===== config.mk =====
export PLATFORM = sky130hd
export DESIGN_NAME = ysyx_23060236_div
export DESIGN_NICKNAME = d
export VERILOG_FILES = /design/src/rtl/ysyx_23060236_div.sv
export SDC_FILE = /design/constraint.sdc
export NUM_CORES = 1
export LEC_CHECK = 0
export CORE_MARGIN = 5
export CORE_UTILIZATION = 60
export DETAILED_ROUTE_END_ITERATION = 8
export PLACE_DENSITY = 0.83
export SKIP_LAST_GASP = 1
export SLEW_MARGIN = 30
export SYNTH_ARGS = -nofsm -noshare
export SYNTH_HDL_FRONTEND = slang
export SYNTH_SLANG_ARGS = --single-unit

===== constraint.sdc =====
create_clock -name clock -period 5.05 [get_ports clock]
set_clock_uncertainty 0.2 [all_clocks]
set_input_delay 1.01 -clock clock [delete_from_list [all_inputs] [get_ports clock]]
set_output_delay 1.01 -clock clock [all_outputs]
set_load 0.02 [all_outputs]

===== src/rtl/ysyx_23060236_div.sv =====
// Restoring 32-bit divider for DIV/DIVU/REM/REMU: magnitudes, one quotient bit per edge, then a sign-fixup edge.
// Result pulses div_outvalid 33 edges after accept; div_ready is low while busy and div_valid is ignored then.
module ysyx_23060236_div (
  input  logic        clock,
  input  logic        reset,
  input  logic        div_valid,
  output logic        div_ready,
  input  logic        div_signed,
  input  logic [31:0] dividend,
  input  logic [31:0] divisor,
  output logic [31:0] quotient,
  output logic [31:0] remainder,
  output logic        div_outvalid
);

  typedef enum logic [1:0] {
    IDLE = 2'd0,
    ITER = 2'd1,
    FIX  = 2'd2
  } state_t;

  state_t      state;
  state_t      state_nxt;
  logic [5:0]  count;
  logic [31:0] rem;
  logic [31:0] quo;
  logic [31:0] dvs_abs;
  logic [31:0] dvd_orig;
  logic        sign_q;
  logic        sign_r;
  logic        dvs_zero;

  logic        accept;
  logic        iter_en;
  logic        fix_en;

  logic [31:0] dvd_abs_in;
  logic [31:0] dvs_abs_in;
  logic [32:0] rem_sh;
  logic [31:0] diff;
  logic        borrow;
  logic [31:0] quo_fix;
  logic [31:0] rem_fix;

  always_ff @(posedge clock or negedge reset) begin
    if (!reset) begin
      state <= IDLE;
    end else begin
      state <= state_nxt;
    end
  end

  always_comb begin
    state_nxt = state;
    accept    = 1'b0;
    iter_en   = 1'b0;
    fix_en    = 1'b0;
    case (state)
      IDLE: begin
        if (div_valid) begin
          accept    = 1'b1;
          state_nxt = ITER;
        end
      end
      ITER: begin
        iter_en = 1'b1;
        if (count == 6'd31) begin
          state_nxt = FIX;
        end
      end
      FIX: begin
        fix_en    = 1'b1;
        state_nxt = IDLE;
      end
      default: state_nxt = IDLE;
    endcase
  end

  assign div_ready = (state == IDLE);

  // Operand magnitudes: negate only signed operands with bit 31 set.
  always_comb begin
    dvd_abs_in = (div_signed && dividend[31]) ? (32'd0 - dividend) : dividend;
    dvs_abs_in = (div_signed && divisor[31])  ? (32'd0 - divisor)  : divisor;
  end

  // quo initially holds the dividend magnitude; its MSB shifts into rem each step.
  always_comb begin
    rem_sh = {rem, quo[31]};
    borrow = (rem_sh < {1'b0, dvs_abs});
    diff   = rem_sh[31:0] - dvs_abs;
  end

  always_comb begin
    quo_fix = sign_q ? (32'd0 - quo) : quo;
    rem_fix = sign_r ? (32'd0 - rem) : rem;
    if (dvs_zero) begin
      quo_fix = 32'hFFFF_FFFF;
      rem_fix = dvd_orig;
    end
  end

  always_ff @(posedge clock or negedge reset) begin
    if (!reset) begin
      count        <= 6'd0;
      rem          <= 32'd0;
      quo          <= 32'd0;
      dvs_abs      <= 32'd0;
      dvd_orig     <= 32'd0;
      sign_q       <= 1'b0;
      sign_r       <= 1'b0;
      dvs_zero     <= 1'b0;
      quotient     <= 32'd0;
      remainder    <= 32'd0;
      div_outvalid <= 1'b0;
    end else begin
      div_outvalid <= fix_en;
      if (accept) begin
        sign_q   <= div_signed & (dividend[31] ^ divisor[31]);
        sign_r   <= div_signed & dividend[31];
        dvs_zero <= (divisor == 32'd0);
        dvd_orig <= dividend;
        dvs_abs  <= dvs_abs_in;
        quo      <= dvd_abs_in;
        rem      <= 32'd0;
        count    <= 6'd0;
      end
      if (iter_en) begin
        rem   <= borrow ? rem_sh[31:0] : diff;
        quo   <= {quo[30:0], ~borrow};
        count <= count + 6'd1;
      end
      if (fix_en) begin
        quotient  <= quo_fix;
        remainder <= rem_fix;
        count     <= 6'd0;
      end
    end
  end

endmodule


Word-level counts from Yosys, hierarchy flattened:

Cells that the tools add are included.
Widths: inputs -> output; s select.

* reduce and logical (&&, ||, !) cells: 7
* add/sub/neg operators: 6
* shifts and indexed selects: 0
* eq/ne operators: 5
* bitwise gates (word level): 4
* div/mod/pow operators: 0
* $lt $le $gt $ge: 1
* multiply operators: 0
* multiplexer cells: 21

Operators with widths (count)
* $mux 32: 11
* $sub 1x32->32 const A: 4
* $lt 33x32->1: 1
* $logic_not 32->1: 1
* $sub 32x32->32: 1
* $mux 6: 3
* $add 6x1->6 const B: 1
* $eq 6x5->1 const B: 1
* $mux 1: 4
* $mux 2: 2
* $ne 2x2->1 const B: 2
* $pmux 2 s2: 1
* $reduce_bool 3->1: 1
* $and 1x1->1: 2
* $eq 2x1->1 const B: 1
* $eq 2x2->1 const B: 1
* $logic_and 1x1->1: 2
* $logic_not 2->1: 1
* $reduce_and 2->1: 1
* $reduce_bool 2->1: 1
* $not 1->1: 1
* $xor 1x1->1: 1

* bits in latches: 0
* memory bits (read-only): 0
* output and inout bits: 66
* bits of input ports: 68
* RAM bits: 0
* register bits after elaboration: 204
* word-level logic and storage cells: 56
* memories: 0

Depth between registers and ports, before layout:

* word-level depth: 5
* mapped depth: 12
* gate-level depth less buffers: 12

Worst setup path before layout:

No wires, ideal clock.

* kind: input to register
* start: in divisor[16]
* end: reg dvs_abs[30]
* path buffers: 0
* library setup time: 0.129 ns
* slack: 1.792 ns
* required time: 4.721 ns
* cell stages on the path: 7
* arrival time: 2.929 ns
* cells stage by stage: or4_1 -> nor4_1 -> nand3_1 -> or4_4 -> o41ai_4 -> xor2_1 -> o21ai_1

* cells in the longest elaborated chain, start to end: 2

RTL lines
* start: declaration: RTL line 10 `input logic [31:0] divisor,`
* $sub 1x32->32: RTL line 84 `dvs_abs_in = (div_signed && divisor[31]) ? (32'd0 - divisor) : divisor;`
* $mux 32: RTL line 84
* end signal: assignment: RTL line 123 `dvs_abs <= dvs_abs_in;`
* end: declaration: RTL line 27 `logic [31:0] dvs_abs;`

Every way passes these cells.
A chain may end at the register's enable or synchronous reset.

Worst setup path after layout:

* start: reg quo[31]
* end: reg rem[30]

* cells in the longest elaborated chain, start to end: 3
* elaborated cells between the ends (all ways): 4
* those cells by class: add/sub: 1; order compare: 1; mux: 2

RTL lines
* start: declaration: RTL line 26 `logic [31:0] quo;`
* start signal: assignment: RTL line 124 `quo <= dvd_abs_in;`
* start signal: assignment: RTL line 130 `quo <= {quo[30:0], ~borrow};`
* $sub 32x32->32 / $lt 33x32->1 (equally long branches): RTL line 91, 90
* $mux 32 (*): RTL line 129 `rem <= borrow ? rem_sh[31:0] : diff;`
* $mux 32 (*): RTL line 128 `if (iter_en) begin`
* end signal: assignment: RTL line 129
* end: declaration: RTL line 25 `logic [31:0] rem;`

Every way passes the cells marked *; elsewhere a longest branch is shown, timed or not.

==> impl_metrics.ini <==
[critical_path]
reg2reg_depth = 12
worstSetupPathType = reg2reg
worstPathArrival_ns = 4.08
reg2reg_setup_slack_ns = 1.13
cp-start-kind = flip-flop
required_ns = 5.21
worstPathMaxFanout = 4
worstSetupEndpointType = flip-flop

[logic_synthesis]
syn_avg_cell_area_um2 = 8.53
synthFlopType = dfrtp_1
mappedNetlistNets = 1602
synth_area_um2 = 12800
ys_warn_count = 0
synth_cell_types = 72
async_reset_ff_frac = 1.00
synth_seq_cells = 204
synth-edff-count = 0
synthCells = 1496
yosysSeqAreaShare = 0.400

[detailed_routing]
routed_via_density = 6.19
dr.pass1.iters = 5
routed_wl_mm = 34.9
ant_nets = 0
drtIter0Drc = 1087
wl_per_cell_um = 18.7
drc = 0
vias = 11600

[clock_network]
cts_tree = yes
cts_buffers = 23
cts.sinks = 204
cts_hold_buf = 0
cts.htree.levels = 1
clk_pin_slew_worst_paths_ns = 0.06
clkLatencyLatePin_ns = 0.51
cts_resized = 0
cts_setup_buffers = 0
cts-root-buf = clkbuf_16
clock_path_buffers = 3

[power_and_ir_drop]
switchingPower_mw = 3.54
p_leak_nw = 6.37
internal_power_mw = 4.73
pwr-share-seq = 0.327
clkPwrFrac = 0.198
peakVddDrop_mv = 0.313
p_comb_frac = 0.476
swShare = 0.428
power_density_nw_per_um2 = 551
total_power_mw = 8.27

[placed_design]
dpl.hpwl_mm = 25.1
port_buffers = 133
dp.cells = 1826
gp_congestion = 0.949

[layout]
final_common_cell = nand2_1
final_nets = 1683
layoutNonFillerInstCount = 1867
final_cell_mix = nand2_1 (219), dfrtp_1 (202), o21ai_0 (157)
diodes = 0
final_layout_size_suffix_gt1_frac = 0.0490
final_util = 0.716
area_growth_syn_to_layout_pct = 17.6

[global_routing]
grt_max_degree = 119
grt_overflow = 0
grtUsageTotal = 0.281
grt_pass1_vias = 10900
antenna_found_initial = 1
grt_pass1_wl_mm = 56.4

[floorplanning]
rows = 53
num_io_pins = 134
initial_core_util = 0.609
fp.dieH_um = 156
die_area_um2 = 24300
dieWidth_um = 156
core-area_um2 = 21000

[timing]
setup_violations = 0
whs_ns = 0.152
finalSetupTns_ns = 0
layout_min_cycle_time_ns = 3.92
finalCritPeriodShare = 0.776
slew_violations = 0
slew_headroom = 0.382
hold_viol = 0
fmaxAchievable_mhz = 255
tightest_slew_ns = 0.927
rsz0062_at_grt = no

[min_path]
min_path_type = in2async

[run_status]
outcome = finished clean

[run]
drv_cap = 0
-- through the flow --
step | setup WS, ns | instance area (um2)
4_1_cts | 1.20 | 15000
2_1_floorplan | 1.79 | 12800
6_report | 1.13 | 15000
5_1_grt | 0.910 | 15000
3_5_place_dp | 0.882 | 14200
3_3_place_gp | 1.00 | 14200
-- routing by layer --
| layer | wire, um | share of wire | vias up | global-route usage |
|---|---|---|---|---|
| met2 | 16900 | 0.48 | 448 | 0.479 |
| met1 | 14600 | 0.42 | 5537 | 0.384 |
| met4 | 1010 | 0.029 | 0 | 0.0821 |
| met5 | 0 | 0 | - | 0 |
| met3 | 2390 | 0.068 | 75 | 0.0288 |
| li1 | - | - | 5495 | - |
-- area by class of cell --
| class | count | area, um2 |
|---|---|---|
| timing repair buffer | 147 | 1490 |
| inverter | 53 | 199 |
| sequential | 204 | 5110 |
| tap | 275 | 344 |
| clock inverter | 6 | 62.6 |
| fill | 1662 | 5950 |
| multi-input combinational | 1148 | 7140 |
| clock buffer | 34 | 667 |
-- power groups by stage --
stage,sequential [mW],clock (mW),combinational [mW]
6_report,2.70,1.64,3.93
5_1_grt,2.76,1.71,4.38
3_3_place_gp,2.68,0,3.75
3_5_place_dp,2.70,0,3.85
2_1_floorplan,2.47,0,3.07
4_1_cts,2.68,1.64,3.89
-- logic make-up (layout without fill, tap and decap cells) --
logic type,count (synthesis),in the layout,synth area share
buffers and inverters,144,240,0.0431
AO/OA/AOI/OAI,448,448,0.222
multiplexers,17,17,0.0133
adder cells (fa/ha/maj),38,38,0.0379
AND/OR/NAND/NOR,504,504,0.187
XOR/XNOR,141,141,0.0968
flip-flops,204,204,0.400
-- sequential cells by signal, indices dropped and copies added, names as in the netlist, 2 cells and up --
signal and flops:
remainder 32, dvd_orig 32, quotient 32, dvs_abs 32, count 6, quo 32, state 2, rem 32
-- worst paths after layout --
| kind | from | end |
|---|---|---|
| min in group clock | dvd_orig[29] | dvd_orig[29] |
| max in group asynchronous | reset | dvs_zero |
| setup reg to reg | quo[31] | rem[30] |
| hold / removal | reset | div_outvalid |
| setup / recovery | quo[31] | rem[30] |
| hold reg to reg | dvd_orig[29] | dvd_orig[29] |
-- synth_stat cells, types with 8 or more instances --
master    instances  area, um2
nand2b_1         10       62.6
clkbuf_1         77        289
a211oi_1          8       60.1
or4_1            13       97.6
ha_1             37        463
nand3_1          38        190
xnor2_1          48        420
mux2i_1          17        170
o21ai_0         157        786
a22oi_1          26        195
nor4_1           11       68.8
nand4_1          11       68.8
o211ai_1          8       60.1
a31oi_1           9       56.3
xor2_1           93        815
a311o_1          11        110
nor2_1           92        345
a21oi_1         112        561
and3_1           29        181
nand2_1         220        826
a21o_1           19        143
nor3_1           34        170
o31ai_1          40        300
dfrtp_1         204       5100
and2_1            8       50.1
o41ai_1          15        131
inv_1            53        199
-- worst max-delay path, cell delays in order, from the launching register on --
cell,delay (ns)
dfrtp_1,0.36
inv_1,0.16
ha_1,0.21
inv_1,0.06
fa_1,0.42
a211oi_1,0.33
o211ai_1,0.18
a2111oi_0,0.79
nor3_1,0.23
o2111ai_1,0.31
nand2_1,0.10
a311oi_1,0.30
o211ai_1,0.11
(Power assumes the default switching activity.)
